[src/rtl/envio_serial_parametrizado_if.sv]
// Signal bundle between the serial dump engine, the elevator content/queue RAMs and the UART line.
interface envio_serial_parametrizado_if #(
    parameter int unsigned ADDR_W = 4,
    parameter int unsigned W_CONT = 4,
    parameter int unsigned W_FILA = 6
);
    logic              mudou_de_andar;
    logic [W_CONT-1:0] dados_conteudo_elevador;
    logic [W_FILA-1:0] dados_fila_elevador;
    logic              eh_origem_fila_elevador;
    logic [ADDR_W-1:0] addr_conteudo_elevador;
    logic [ADDR_W-1:0] addr_fila_elevador;
    logic              TX;
    logic              busy;
    logic              done;

    modport master (
        input  mudou_de_andar, dados_conteudo_elevador, dados_fila_elevador,
               eh_origem_fila_elevador,
        output addr_conteudo_elevador, addr_fila_elevador, TX, busy, done
    );

    modport slave (
        output mudou_de_andar, dados_conteudo_elevador, dados_fila_elevador,
               eh_origem_fila_elevador,
        input  addr_conteudo_elevador, addr_fila_elevador, TX, busy, done
    );
endinterface

[src/rtl/envio_serial_parametrizado.sv]
// Serial dump engine: on a floor-change edge, scans content RAM then queue RAM and sends 8N1 bytes.
// Define ENVIO_CHECKSUM_EN to append an XOR checksum byte before the terminator.
module envio_serial_parametrizado #(
    parameter int unsigned CLKS_PER_BIT = 434,
    parameter int unsigned DEPTH_CONT   = 8,
    parameter int unsigned DEPTH_FILA   = 16,
    parameter int unsigned ADDR_W       = 4,
    parameter int unsigned W_CONT       = 4,
    parameter int unsigned W_FILA       = 6,
    parameter int unsigned SKIP_EMPTY   = 0,
    parameter logic [7:0]  HEADER_BYTE  = 8'h23,
    parameter logic [7:0]  TERM_BYTE    = 8'h0A
) (
    input  logic clock,
    input  logic reset,
    envio_serial_parametrizado_if.master bus
);
    localparam int unsigned CNT_W = (CLKS_PER_BIT > 1) ? $clog2(CLKS_PER_BIT) : 1;

    typedef enum logic [3:0] {
        S_IDLE, S_HDR, S_C_ADDR, S_C_READ, S_C_SEND, S_F_ADDR, S_F_READ, S_F_SEND,
`ifdef ENVIO_CHECKSUM_EN
        S_CSUM,
`endif
        S_TERM, S_FIN
    } state_t;

`ifdef ENVIO_CHECKSUM_EN
    localparam state_t S_AFTER_FILA = S_CSUM;
`else
    localparam state_t S_AFTER_FILA = S_TERM;
`endif

    state_t            state, state_n;
    logic [ADDR_W-1:0] addr_c, addr_c_n, addr_f, addr_f_n;
    logic [7:0]        byte_q, byte_n;
    logic              trig_prev, trig_edge, pending;
    logic              c_last, f_last, c_empty, f_empty;
    logic              fin_done, restart;
    logic              tx_start, tx_ready;
    logic [7:0]        tx_data;
    logic              tx_active, tx_line;
    logic [8:0]        tx_shift;
    logic [3:0]        tx_bit;
    logic [CNT_W-1:0]  tx_cnt;
`ifdef ENVIO_CHECKSUM_EN
    logic [7:0]        csum, csum_n;
`endif

    assign trig_edge = bus.mudou_de_andar & ~trig_prev;
    assign tx_ready  = ~tx_active;
    assign c_last    = (addr_c == ADDR_W'(DEPTH_CONT - 1));
    assign f_last    = (addr_f == ADDR_W'(DEPTH_FILA - 1));
    // Queue emptiness looks at data only; the origin flag never keeps an entry alive.
    assign c_empty   = (SKIP_EMPTY != 0) && (bus.dados_conteudo_elevador == '0);
    assign f_empty   = (SKIP_EMPTY != 0) && (bus.dados_fila_elevador == '0);

    always_comb begin
        state_n  = state;
        addr_c_n = addr_c;
        addr_f_n = addr_f;
        byte_n   = byte_q;
        tx_start = 1'b0;
        tx_data  = byte_q;
        fin_done = 1'b0;
        restart  = 1'b0;
`ifdef ENVIO_CHECKSUM_EN
        csum_n   = csum;
`endif
        case (state)
            S_IDLE: if (trig_edge) state_n = S_HDR;
            S_HDR: if (tx_ready) begin
                tx_start = 1'b1;
                tx_data  = HEADER_BYTE;
`ifdef ENVIO_CHECKSUM_EN
                csum_n   = HEADER_BYTE;
`endif
                state_n  = S_C_ADDR;
            end
            S_C_ADDR: state_n = S_C_READ;
            S_C_READ: begin
                byte_n = {2'b00, 6'(bus.dados_conteudo_elevador)};
                if (c_empty) begin
                    addr_c_n = c_last ? '0 : addr_c + ADDR_W'(1);
                    state_n  = c_last ? S_F_ADDR : S_C_ADDR;
                end else begin
                    state_n  = S_C_SEND;
                end
            end
            S_C_SEND: if (tx_ready) begin
                tx_start = 1'b1;
`ifdef ENVIO_CHECKSUM_EN
                csum_n   = csum ^ byte_q;
`endif
                addr_c_n = c_last ? '0 : addr_c + ADDR_W'(1);
                state_n  = c_last ? S_F_ADDR : S_C_ADDR;
            end
            S_F_ADDR: state_n = S_F_READ;
            S_F_READ: begin
                byte_n = {1'b1, bus.eh_origem_fila_elevador, 6'(bus.dados_fila_elevador)};
                if (f_empty) begin
                    addr_f_n = f_last ? '0 : addr_f + ADDR_W'(1);
                    state_n  = f_last ? S_AFTER_FILA : S_F_ADDR;
                end else begin
                    state_n  = S_F_SEND;
                end
            end
            S_F_SEND: if (tx_ready) begin
                tx_start = 1'b1;
`ifdef ENVIO_CHECKSUM_EN
                csum_n   = csum ^ byte_q;
`endif
                addr_f_n = f_last ? '0 : addr_f + ADDR_W'(1);
                state_n  = f_last ? S_AFTER_FILA : S_F_ADDR;
            end
`ifdef ENVIO_CHECKSUM_EN
            S_CSUM: if (tx_ready) begin
                tx_start = 1'b1;
                tx_data  = csum;
                state_n  = S_TERM;
            end
`endif
            S_TERM: if (tx_ready) begin
                tx_start = 1'b1;
                tx_data  = TERM_BYTE;
                state_n  = S_FIN;
            end
            S_FIN: begin
                addr_c_n = '0;
                addr_f_n = '0;
                // An edge landing on the done cycle counts as a queued retrigger.
                if (tx_ready) begin
                    fin_done = 1'b1;
                    restart  = pending | trig_edge;
                    state_n  = restart ? S_HDR : S_IDLE;
                end
            end
            default: state_n = S_IDLE;
        endcase
    end

    always_ff @(posedge clock) begin
        if (reset) begin
            state     <= S_IDLE;
            addr_c    <= '0;
            addr_f    <= '0;
            byte_q    <= '0;
            pending   <= 1'b0;
            trig_prev <= bus.mudou_de_andar;
`ifdef ENVIO_CHECKSUM_EN
            csum      <= '0;
`endif
        end else begin
            state     <= state_n;
            addr_c    <= addr_c_n;
            addr_f    <= addr_f_n;
            byte_q    <= byte_n;
            trig_prev <= bus.mudou_de_andar;
`ifdef ENVIO_CHECKSUM_EN
            csum      <= csum_n;
`endif
            if (fin_done)
                pending <= 1'b0;
            else if (trig_edge && state != S_IDLE)
                pending <= 1'b1;
        end
    end

    // Shift register holds data bits then the stop bit; ones shift in behind it.
    always_ff @(posedge clock) begin
        if (reset) begin
            tx_active <= 1'b0;
            tx_line   <= 1'b1;
            tx_shift  <= '1;
            tx_bit    <= '0;
            tx_cnt    <= '0;
        end else if (tx_start) begin
            tx_active <= 1'b1;
            tx_line   <= 1'b0;
            tx_shift  <= {1'b1, tx_data};
            tx_bit    <= '0;
            tx_cnt    <= '0;
        end else if (tx_active) begin
            if (tx_cnt == CNT_W'(CLKS_PER_BIT - 1)) begin
                tx_cnt <= '0;
                if (tx_bit == 4'd9) begin
                    tx_active <= 1'b0;
                end else begin
                    tx_line  <= tx_shift[0];
                    tx_shift <= {1'b1, tx_shift[8:1]};
                    tx_bit   <= tx_bit + 4'd1;
                end
            end else begin
                tx_cnt <= tx_cnt + CNT_W'(1);
            end
        end
    end

    assign bus.addr_conteudo_elevador = addr_c;
    assign bus.addr_fila_elevador     = addr_f;
    assign bus.TX                     = tx_line;
    assign bus.done                   = fin_done;
    assign bus.busy                   = (state != S_IDLE) && !(fin_done && !restart);
endmodule

[src/flat_wrapper.sv]
// flat-port wrapper written by rule: the top's interface ports become plain ports
module envio_serial_parametrizado_flat 
#(
    parameter int unsigned CLKS_PER_BIT = 434,
    parameter int unsigned DEPTH_CONT   = 8,
    parameter int unsigned DEPTH_FILA   = 16,
    parameter int unsigned ADDR_W       = 4,
    parameter int unsigned W_CONT       = 4,
    parameter int unsigned W_FILA       = 6,
    parameter int unsigned SKIP_EMPTY   = 0,
    parameter logic [7:0]  HEADER_BYTE  = 8'h23,
    parameter logic [7:0]  TERM_BYTE    = 8'h0A
)
  (clock, reset, bus_mudou_de_andar, bus_dados_conteudo_elevador, bus_dados_fila_elevador, bus_eh_origem_fila_elevador, bus_addr_conteudo_elevador, bus_addr_fila_elevador, bus_TX, bus_busy, bus_done);
  envio_serial_parametrizado_if #(.ADDR_W(ADDR_W), .W_CONT(W_CONT), .W_FILA(W_FILA)) bus_i ();
  input  logic clock;
  input  logic reset;
  input wire logic [$bits(bus_i.mudou_de_andar)-1:0] bus_mudou_de_andar;
  input wire logic [$bits(bus_i.dados_conteudo_elevador)-1:0] bus_dados_conteudo_elevador;
  input wire logic [$bits(bus_i.dados_fila_elevador)-1:0] bus_dados_fila_elevador;
  input wire logic [$bits(bus_i.eh_origem_fila_elevador)-1:0] bus_eh_origem_fila_elevador;
  output wire logic [$bits(bus_i.addr_conteudo_elevador)-1:0] bus_addr_conteudo_elevador;
  output wire logic [$bits(bus_i.addr_fila_elevador)-1:0] bus_addr_fila_elevador;
  output wire logic [$bits(bus_i.TX)-1:0] bus_TX;
  output wire logic [$bits(bus_i.busy)-1:0] bus_busy;
  output wire logic [$bits(bus_i.done)-1:0] bus_done;
  assign bus_i.mudou_de_andar = bus_mudou_de_andar;
  assign bus_i.dados_conteudo_elevador = bus_dados_conteudo_elevador;
  assign bus_i.dados_fila_elevador = bus_dados_fila_elevador;
  assign bus_i.eh_origem_fila_elevador = bus_eh_origem_fila_elevador;
  assign bus_addr_conteudo_elevador = bus_i.addr_conteudo_elevador;
  assign bus_addr_fila_elevador = bus_i.addr_fila_elevador;
  assign bus_TX = bus_i.TX;
  assign bus_busy = bus_i.busy;
  assign bus_done = bus_i.done;
  envio_serial_parametrizado #(.CLKS_PER_BIT(CLKS_PER_BIT), .DEPTH_CONT(DEPTH_CONT), .DEPTH_FILA(DEPTH_FILA), .ADDR_W(ADDR_W), .W_CONT(W_CONT), .W_FILA(W_FILA), .SKIP_EMPTY(SKIP_EMPTY), .HEADER_BYTE(HEADER_BYTE), .TERM_BYTE(TERM_BYTE)) u_core (.clock(clock), .reset(reset), .bus(bus_i));
endmodule
[config.mk]
export PLATFORM = sky130hd
export DESIGN_NAME = envio_serial_parametrizado_flat
export DESIGN_NICKNAME = d
export VERILOG_FILES = /design/src/rtl/envio_serial_parametrizado_if.sv /design/src/rtl/envio_serial_parametrizado.sv /design/src/flat_wrapper.sv
export SDC_FILE = /design/constraint.sdc
export NUM_CORES = 1
export LEC_CHECK = 0
export CAP_MARGIN = 5
export CORE_MARGIN = 3
export CORE_UTILIZATION = 50
export DETAILED_ROUTE_END_ITERATION = 8
export HOLD_SLACK_MARGIN = 0.08
export PLACE_DENSITY = 0.72
export RECOVER_POWER = 100
export SYNTH_ARGS = -nofsm -noshare
export SYNTH_HDL_FRONTEND = slang
export SYNTH_SLANG_ARGS = --single-unit
export TNS_END_PERCENT = 10
[constraint.sdc]
create_clock -name clock -period 2.1 [get_ports clock]
set_clock_uncertainty 0.05 [all_clocks]
set_input_delay 0.42 -clock clock [delete_from_list [all_inputs] [get_ports clock]]
set_output_delay 0.42 -clock clock [all_outputs]
set_load 0.02 [all_outputs]
==> impl_metrics.tcl, run 1 <==
set metrics [dict create \
    synth.most_common_cell "dfxtp_1" \
    grt-busiest-layer "met2" \
    synth_common_cells "dfxtp_1 (45), nor2_1 (40), a21oi_1 (23), nand2_1 (22), nand3_1 (12)" \
    first_global_vias 1786 \
    finalHoldViolations 0 \
    worstSetupPathType "input pin to primary output" \
    root_buffer "clkbuf_8" \
    worst_slew_pin_slew_ns 0.534 \
    hold_buffers 0 \
    drive_gt1_share_pct 10.5 \
    met1_usage_pct 25.3 \
    holdPathEnd "u_core.byte_q[7]" \
    hp-class "flip-flop to flip-flop" \
    worstPathArrival_ns 1.50 \
    cp-start-kind "input pin" \
    swShare_pct 24.0 \
    ir_worst_vdd_v 0.000442 \
    antenna_found_initial 0 \
    grt_overflow 0 \
    endpoint_kind "primary output" \
    postLayoutCoreUtil_pct 63.3 \
    crit_chain "dlygate4sd3_1 > nor2b_1 > nor2_1 > a21oi_1 > clkbuf_2" \
    worstHoldStart "u_core.byte_q[7]" \
    cts.sinks 45 \
    clkSlewWorstSetupHoldPaths_ns 0.08 \
    fin_crit_sh_pct 93.9 \
    die_h_um 74.4 \
    setup_viol_count_final 0 \
    slew_violations 0 \
    cp_max_fo 2 \
    regToRegSetupSlack_ns 0.18 \
    vias_per_cell 5.68 \
    run_status "finished, final reports clean" \
    die_width_um 74.4 \
    coreArea_mm2 0.00444 \
    reg2reg_from "u_core.state[1]" \
    combPwrFrac_pct 14.6 \
    ant_nets 0 \
    cts_tree "built" \
    io_buffers 24 \
    p_clk_share_pct 38.8 \
    synth_async_sr_flop_share_pct 0 \
    finalWirelength_um 4930 \
    synth_seq_cells 45 \
    gp_congestion 0.839 \
    synth_seq_area_share_pct 38.6 \
    avgSynthCellArea_um2 8.37 \
    grt_pass1_wl_um 7970 \
    routed_wire_length_per_instance_um 13.5 \
    num_antenna_cells 0 \
    internal_power_w 0.00149 \
    synth_top_cell_by_area "dfxtp_1" \
    yosysTopAreaCellShare_pct 38.6 \
    area_delta_synth_final_pct 20.4 \
    synth_cell_type_count 52 \
    synth_edf_count 0 \
    relSlewSlack_pct 64.2 \
    pin_count 25 \
    r2r_cells 7 \
    clock.fmax_mhz 507 \
    drt-initial-drc-count 54 \
    p_seq_share_pct 46.6 \
    synthTopCellsByArea "dfxtp_1 (39%), nor2_1 (6.4%), a21oi_1 (4.9%), mux2i_1 (4.7%), nand2_1 (3.5%)" \
    p_leak_nw 1.05 \
    cap_violations 0 \
    clockBufferDepth 2 \
    powerDensity_mw_per_mm2 700 \
    ys_warn_count 0 \
    die_area_mm2 0.00553 \
    post_cts_buffers 0 \
    grt_util_met2_pct 28.7 \
    clk_latency_ns 0.30 \
    met3_usage_pct 4.46 \
    syn_nets 299 \
    grt_max_degree 18 \
    worstReg2RegEnd "u_core.tx_shift[7]" \
    slowest_stage "dlygate4sd3_1" \
    holdPathStages 2 \
    synth_ff_type "dfxtp_1" \
    dr.pass1.iters 4 \
    dpl.hpwl_um 3670 \
    grt_usage_pct 18.5 \
    layout_min_cycle_time_ns 1.97 \
    p_sw_w 0.000472 \
    h-tree-depth 2 \
    vias 2072 \
    tns_ns 0 \
    slowest_delay_ns 0.54 \
    drcViolationCount 0 \
    fp-row-count 24 \
    cts_buffers 5 \
    required_ns 1.63 \
    synth_area_mm2 0.00234 \
    synthCells 279 \
    finalNetCount 332 \
    initial_core_util_pct 52.6 \
    rsz0062_at_grt "false" \
]
sequential cells by signal, indices dropped and copies added (netlist names):
signal                             flops
u_core.tx_shift                        8
u_core.tx_active                       1
u_core.state                           4
u_core.trig_prev                       1
u_core.pending                         1
u_core.bus.TX                          1
u_core.tx_bit                          4
u_core.bus.addr_fila_elevador          4
u_core.tx_cnt                          9
u_core.byte_q                          8
u_core.bus.addr_conteudo_elevador      4
kinds of logic (layout without fill, tap and decap cells):
logic type / Yosys count / after routing / share of synthesized area, %
XOR/XNOR: 14 / 14 / 5.25
AO/OA/AOI/OAI: 59 / 59 / 16.2
AND/OR/NAND/NOR: 121 / 121 / 27.0
flip-flops: 45 / 45 / 38.6
multiplexers: 11 / 11 / 4.71
adder cells (fa/ha/maj): 6 / 6 / 3.21
buffers and inverters: 23 / 57 / 5.09
power by group through the flow:
stage	clock (W)	combinational, W	sequential [W]
detailed placement	0	0.000300	0.000936
global route	0.000816	0.000317	0.000922
finish	0.000763	0.000287	0.000917
CTS	0.000790	0.000300	0.000916
global placement	0	0.000299	0.000935
floorplan	0	0.000197	0.000929
repair_timing:
| action | CTS | global route |
|---|---|---|
| endpoints found under the hold margin | 0 | 0 |
| gates resized for setup | 2 | 4 |
| setup endpoints to repair | 2 | 2 |
| pin swaps | 0 | 0 |
routing by layer:
metal / routed length (um) / vias to the layer above
met1: 2420 / 981
met5: 0 / -
met4: 83 / 0
li1: - / 1050
met3: 170 / 9
met2: 2250 / 32
final cells by class:
type,count,area (um^2)
clock buffers,5,68.8
clock inverters,3,65.1
fillers,421,1630
inverters,5,18.8
multi-input cells,211,1310
flip-flops and latches,45,901
well taps,52,65.1
repair buffers,44,385
how the worst max path moves through the flow:
| stage | slack (ns) | cells after the start | end | start |
|---|---|---|---|---|
| global route | 0.04 | 7 | u_core.state[1] | bus_mudou_de_andar |
| finish | 0.13 | 5 | bus_busy | bus_mudou_de_andar |
| global placement | -0.23 | 5 | bus_busy | bus_mudou_de_andar |
| CTS | 0.02 | 5 | bus_busy | bus_mudou_de_andar |
| detailed placement | -0.25 | 5 | bus_busy | bus_mudou_de_andar |
| floorplan | 0.25 | 5 | bus_busy | u_core.state[1] |
cells in the final DEF, fill, tap and decap left out, types with 2 or more instances in the layout:
| master | count |
|---|---|
| clkdlybuf4s50_1 | 12 |
| nand2b_1 | 3 |
| clkbuf_4 | 2 |
| bufinv_16 | 2 |
| nor2_1 | 39 |
| ha_1 | 6 |
| nor3_1 | 7 |
| or3_1 | 4 |
| a211oi_1 | 5 |
| clkbuf_1 | 3 |
| dlygate4sd3_1 | 10 |
| or2_0 | 2 |
| nor2b_1 | 4 |
| a21oi_1 | 23 |
| o21ai_0 | 10 |
| a21o_1 | 3 |
| or4_1 | 3 |
| and3b_1 | 2 |
| dfxtp_1 | 45 |
| a32o_1 | 2 |
| nand4_1 | 6 |
| a31oi_1 | 3 |
| xor2_1 | 8 |
| nand3_1 | 12 |
| xnor2_1 | 6 |
| nand2_1 | 22 |
| clkbuf_8 | 5 |
| buf_4 | 14 |
| a22oi_1 | 3 |
| mux2i_1 | 11 |
| inv_1 | 4 |
| nand3b_1 | 3 |
| and2_0 | 2 |
worst max-delay path, delay by kind of cell:
family | cells | cell delay (ns)
buffers and inverters | 2 | 0.72
AND/OR/NAND/NOR | 2 | 0.23
AO/OA/AOI/OAI | 1 | 0.14
metrics by stage:
| step | cell area [um^2] | instances | hold slack (ns) | total power, W | setup slack [ns] |
|---|---|---|---|---|---|
| after floorplan | 2340 | 279 | 0.394 | 0.00113 | 0.255 |
| after global placement | 2700 | 357 | 0.412 | 0.00123 | -0.230 |
| after detailed placement | 2700 | 357 | 0.427 | 0.00124 | -0.253 |
| after CTS | 2840 | 365 | 0.442 | 0.00201 | 0.0212 |
| after global routing | 2810 | 365 | 0.464 | 0.00206 | 0.0421 |
| final | 2810 | 365 | 0.439 | 0.00197 | 0.129 |
No activity file was read; power rests on OpenSTA's default activity.
==> run 2: changes to the inputs <==
- CORE_UTILIZATION: 50 -> 45
- CTS_BUF_LIST: default -> sky130_fd_sc_hd__clkbuf_16
- PLACE_DENSITY: 0.72 -> 0.66
==> impl_metrics.tcl, run 2 (synthesis gave the netlist of run 1 again) <==
set metrics [dict create \
    routed_wire_length_per_instance_um 13.6 \
    clk_latency_ns 0.28 \
    antenna_found_initial 0 \
    grt_pass1_wl_um 8920 \
    reg.largest.list "u_core.tx_cnt x9, u_core.byte_q x8, u_core.tx_shift x8" \
    timing.hold.ws_ns 0.427 \
    coreArea_mm2 0.00488 \
    gp_congestion 0.895 \
    clkSlewWorstSetupHoldPaths_ns 0.06 \
    fin_ws_ns 0.113 \
    reg2reg_from "u_core.state[0]" \
    combPwrFrac_pct 13.5 \
    largest_register_ff_count 9 \
    p_seq_share_pct 44.7 \
    drcViolationCount 0 \
    hp-class "flip-flop to flip-flop" \
    p_sw_w 0.000484 \
    holdPathStages 2 \
    finalNetCount 327 \
    root_buffer "clkbuf_16" \
    layout_min_cycle_time_ns 1.99 \
    grt_overflow 0 \
    cts_buffers 5 \
    worstSetupPathType "flip-flop to primary output" \
    worstHoldStart "u_core.byte_q[7]" \
    ant_nets 0 \
    internal_power_w 0.00156 \
    die_width_um 78.1 \
    rsz0062_at_grt "false" \
    num_antenna_cells 0 \
    area_delta_synth_final_pct 21.3 \
    regToRegSetupSlack_ns 0.18 \
    vias_per_cell 5.49 \
    clock.fmax_mhz 503 \
    fin_crit_sh_pct 94.6 \
    swShare_pct 23.6 \
    top_register "u_core.tx_cnt" \
    p_clk_share_pct 41.8 \
    endpoint_kind "primary output" \
    h-tree-depth 2 \
    cts_tree "built" \
    cp_max_fo 3 \
    fp-row-count 25 \
    setup_viol_count_final 0 \
    grt_max_degree 19 \
    initial_core_util_pct 47.9 \
    grt_usage_pct 17.7 \
    cts.sinks 45 \
    cap_violations 0 \
    powerDensity_mw_per_mm2 723 \
    die_h_um 78.1 \
    layout.cells.non_filler 375 \
    relSlewSlack_pct 65.2 \
    die_area_mm2 0.00609 \
    clockBufferDepth 2 \
    r2r_cells 6 \
    vias 2057 \
    run_status "finished, final reports clean" \
    worstPathArrival_ns 1.52 \
    fill_cells 496 \
    holdPathEnd "u_core.byte_q[7]" \
    required_ns 1.63 \
    finalHoldViolations 0 \
    pin_count 25 \
    first_global_vias 1941 \
    io_buffers 24 \
    mostFrequentLayoutCells "dfxtp_1 (45), nor2_1 (39), a21oi_1 (23), nand2_1 (22)" \
    dr.pass1.iters 4 \
    ir_worst_vdd_v 0.000461 \
    dpl.hpwl_um 3710 \
    drive_gt1_share_pct 9.42 \
    worst_slew_pin_slew_ns 0.518 \
    slew_violations 0 \
    post_cts_buffers 0 \
    place_inst 367 \
    worstReg2RegEnd "u_core.state[1]" \
    finalWirelength_um 5100 \
    final_common_cell "dfxtp_1" \
    cp-start-kind "flip-flop" \
    p_leak_nw 1.04 \
    pre_cts_ws_ns -0.237 \
    drt-initial-drc-count 104 \
]
run 2: cell count changes in the layout (fill, tap and decap cells not counted), sizes merged:
cell,previous run,this run
buf,15,12
clkbuf,11,9
bufinv,2,1
clkdlybuf4s15,0,1
dlygate4sd2,1,0
inv,5,6
run 2: per-layer routing:
metal	track usage (%)	wire (um)
met3	3.33	194
met1	23.9	2510
met2	28.5	2330
met5	0	0
met4	5.59	65
run 2: worst max-delay path: stages (launching register included):
cell             delay [ns]
dfxtp_1                0.35
nor2b_1                0.17
nand3b_1               0.17
nor2_2                 0.22
clkdlybuf4s15_1        0.33
run 2: timing repair:
action,4_1_cts,5_1_grt
pin swaps,0,2
setup endpoints to repair,2,5
cloned,0,0
hold buffers,0,0
gates resized for setup,2,5
run 2: how the worst max path moves through the flow:
stage | from | to | slack [ns] | depth (start not counted)
floorplan | u_core.state[1] | bus_busy | 0.25 | 5
global placement | bus_mudou_de_andar | bus_busy | -0.22 | 5
detailed placement | bus_mudou_de_andar | bus_busy | -0.24 | 5
CTS | u_core.state[2] | bus_busy | 0.01 | 5
global route | u_core.state[3] | bus_done | 0.01 | 4
finish | u_core.state[2] | bus_done | 0.11 | 4
run 2: area by class of cell:
cell class                 instances  area [um^2]  share of cell area, %
multi-input combinational        211         1310                   46.4
clock buffer                       5          125                   4.42
clock inverter                     3         37.5                   1.33
tap                               67         83.8                   2.96
timing repair buffer              39          353                   12.5
sequential                        45          901                   31.8
inverter                           5         18.8                  0.663
run 2: power by group through the flow:
| stage | logic, W | clock network (W) | registers, W |
|---|---|---|---|
| 4_1_cts | 0.000291 | 0.000880 | 0.000916 |
| 2_1_floorplan | 0.000197 | 0 | 0.000929 |
| 5_1_grt | 0.000307 | 0.000917 | 0.000922 |
| 3_3_place_gp | 0.000290 | 0 | 0.000934 |
| 3_5_place_dp | 0.000290 | 0 | 0.000935 |
| 6_report | 0.000277 | 0.000855 | 0.000916 |
run 2: metrics by stage:
step           utilization, %  instance area [um^2]  total power, W  TNS (ns)
3_5_place_dp             55.0                  2690         0.00122    -0.355
5_1_grt                  58.1                  2830         0.00215         0
4_1_cts                  58.3                  2850         0.00209         0
2_1_floorplan               -                  2340         0.00113         0
3_3_place_gp             55.0                  2690         0.00122    -0.266
6_report                 58.1                  2830         0.00205         0
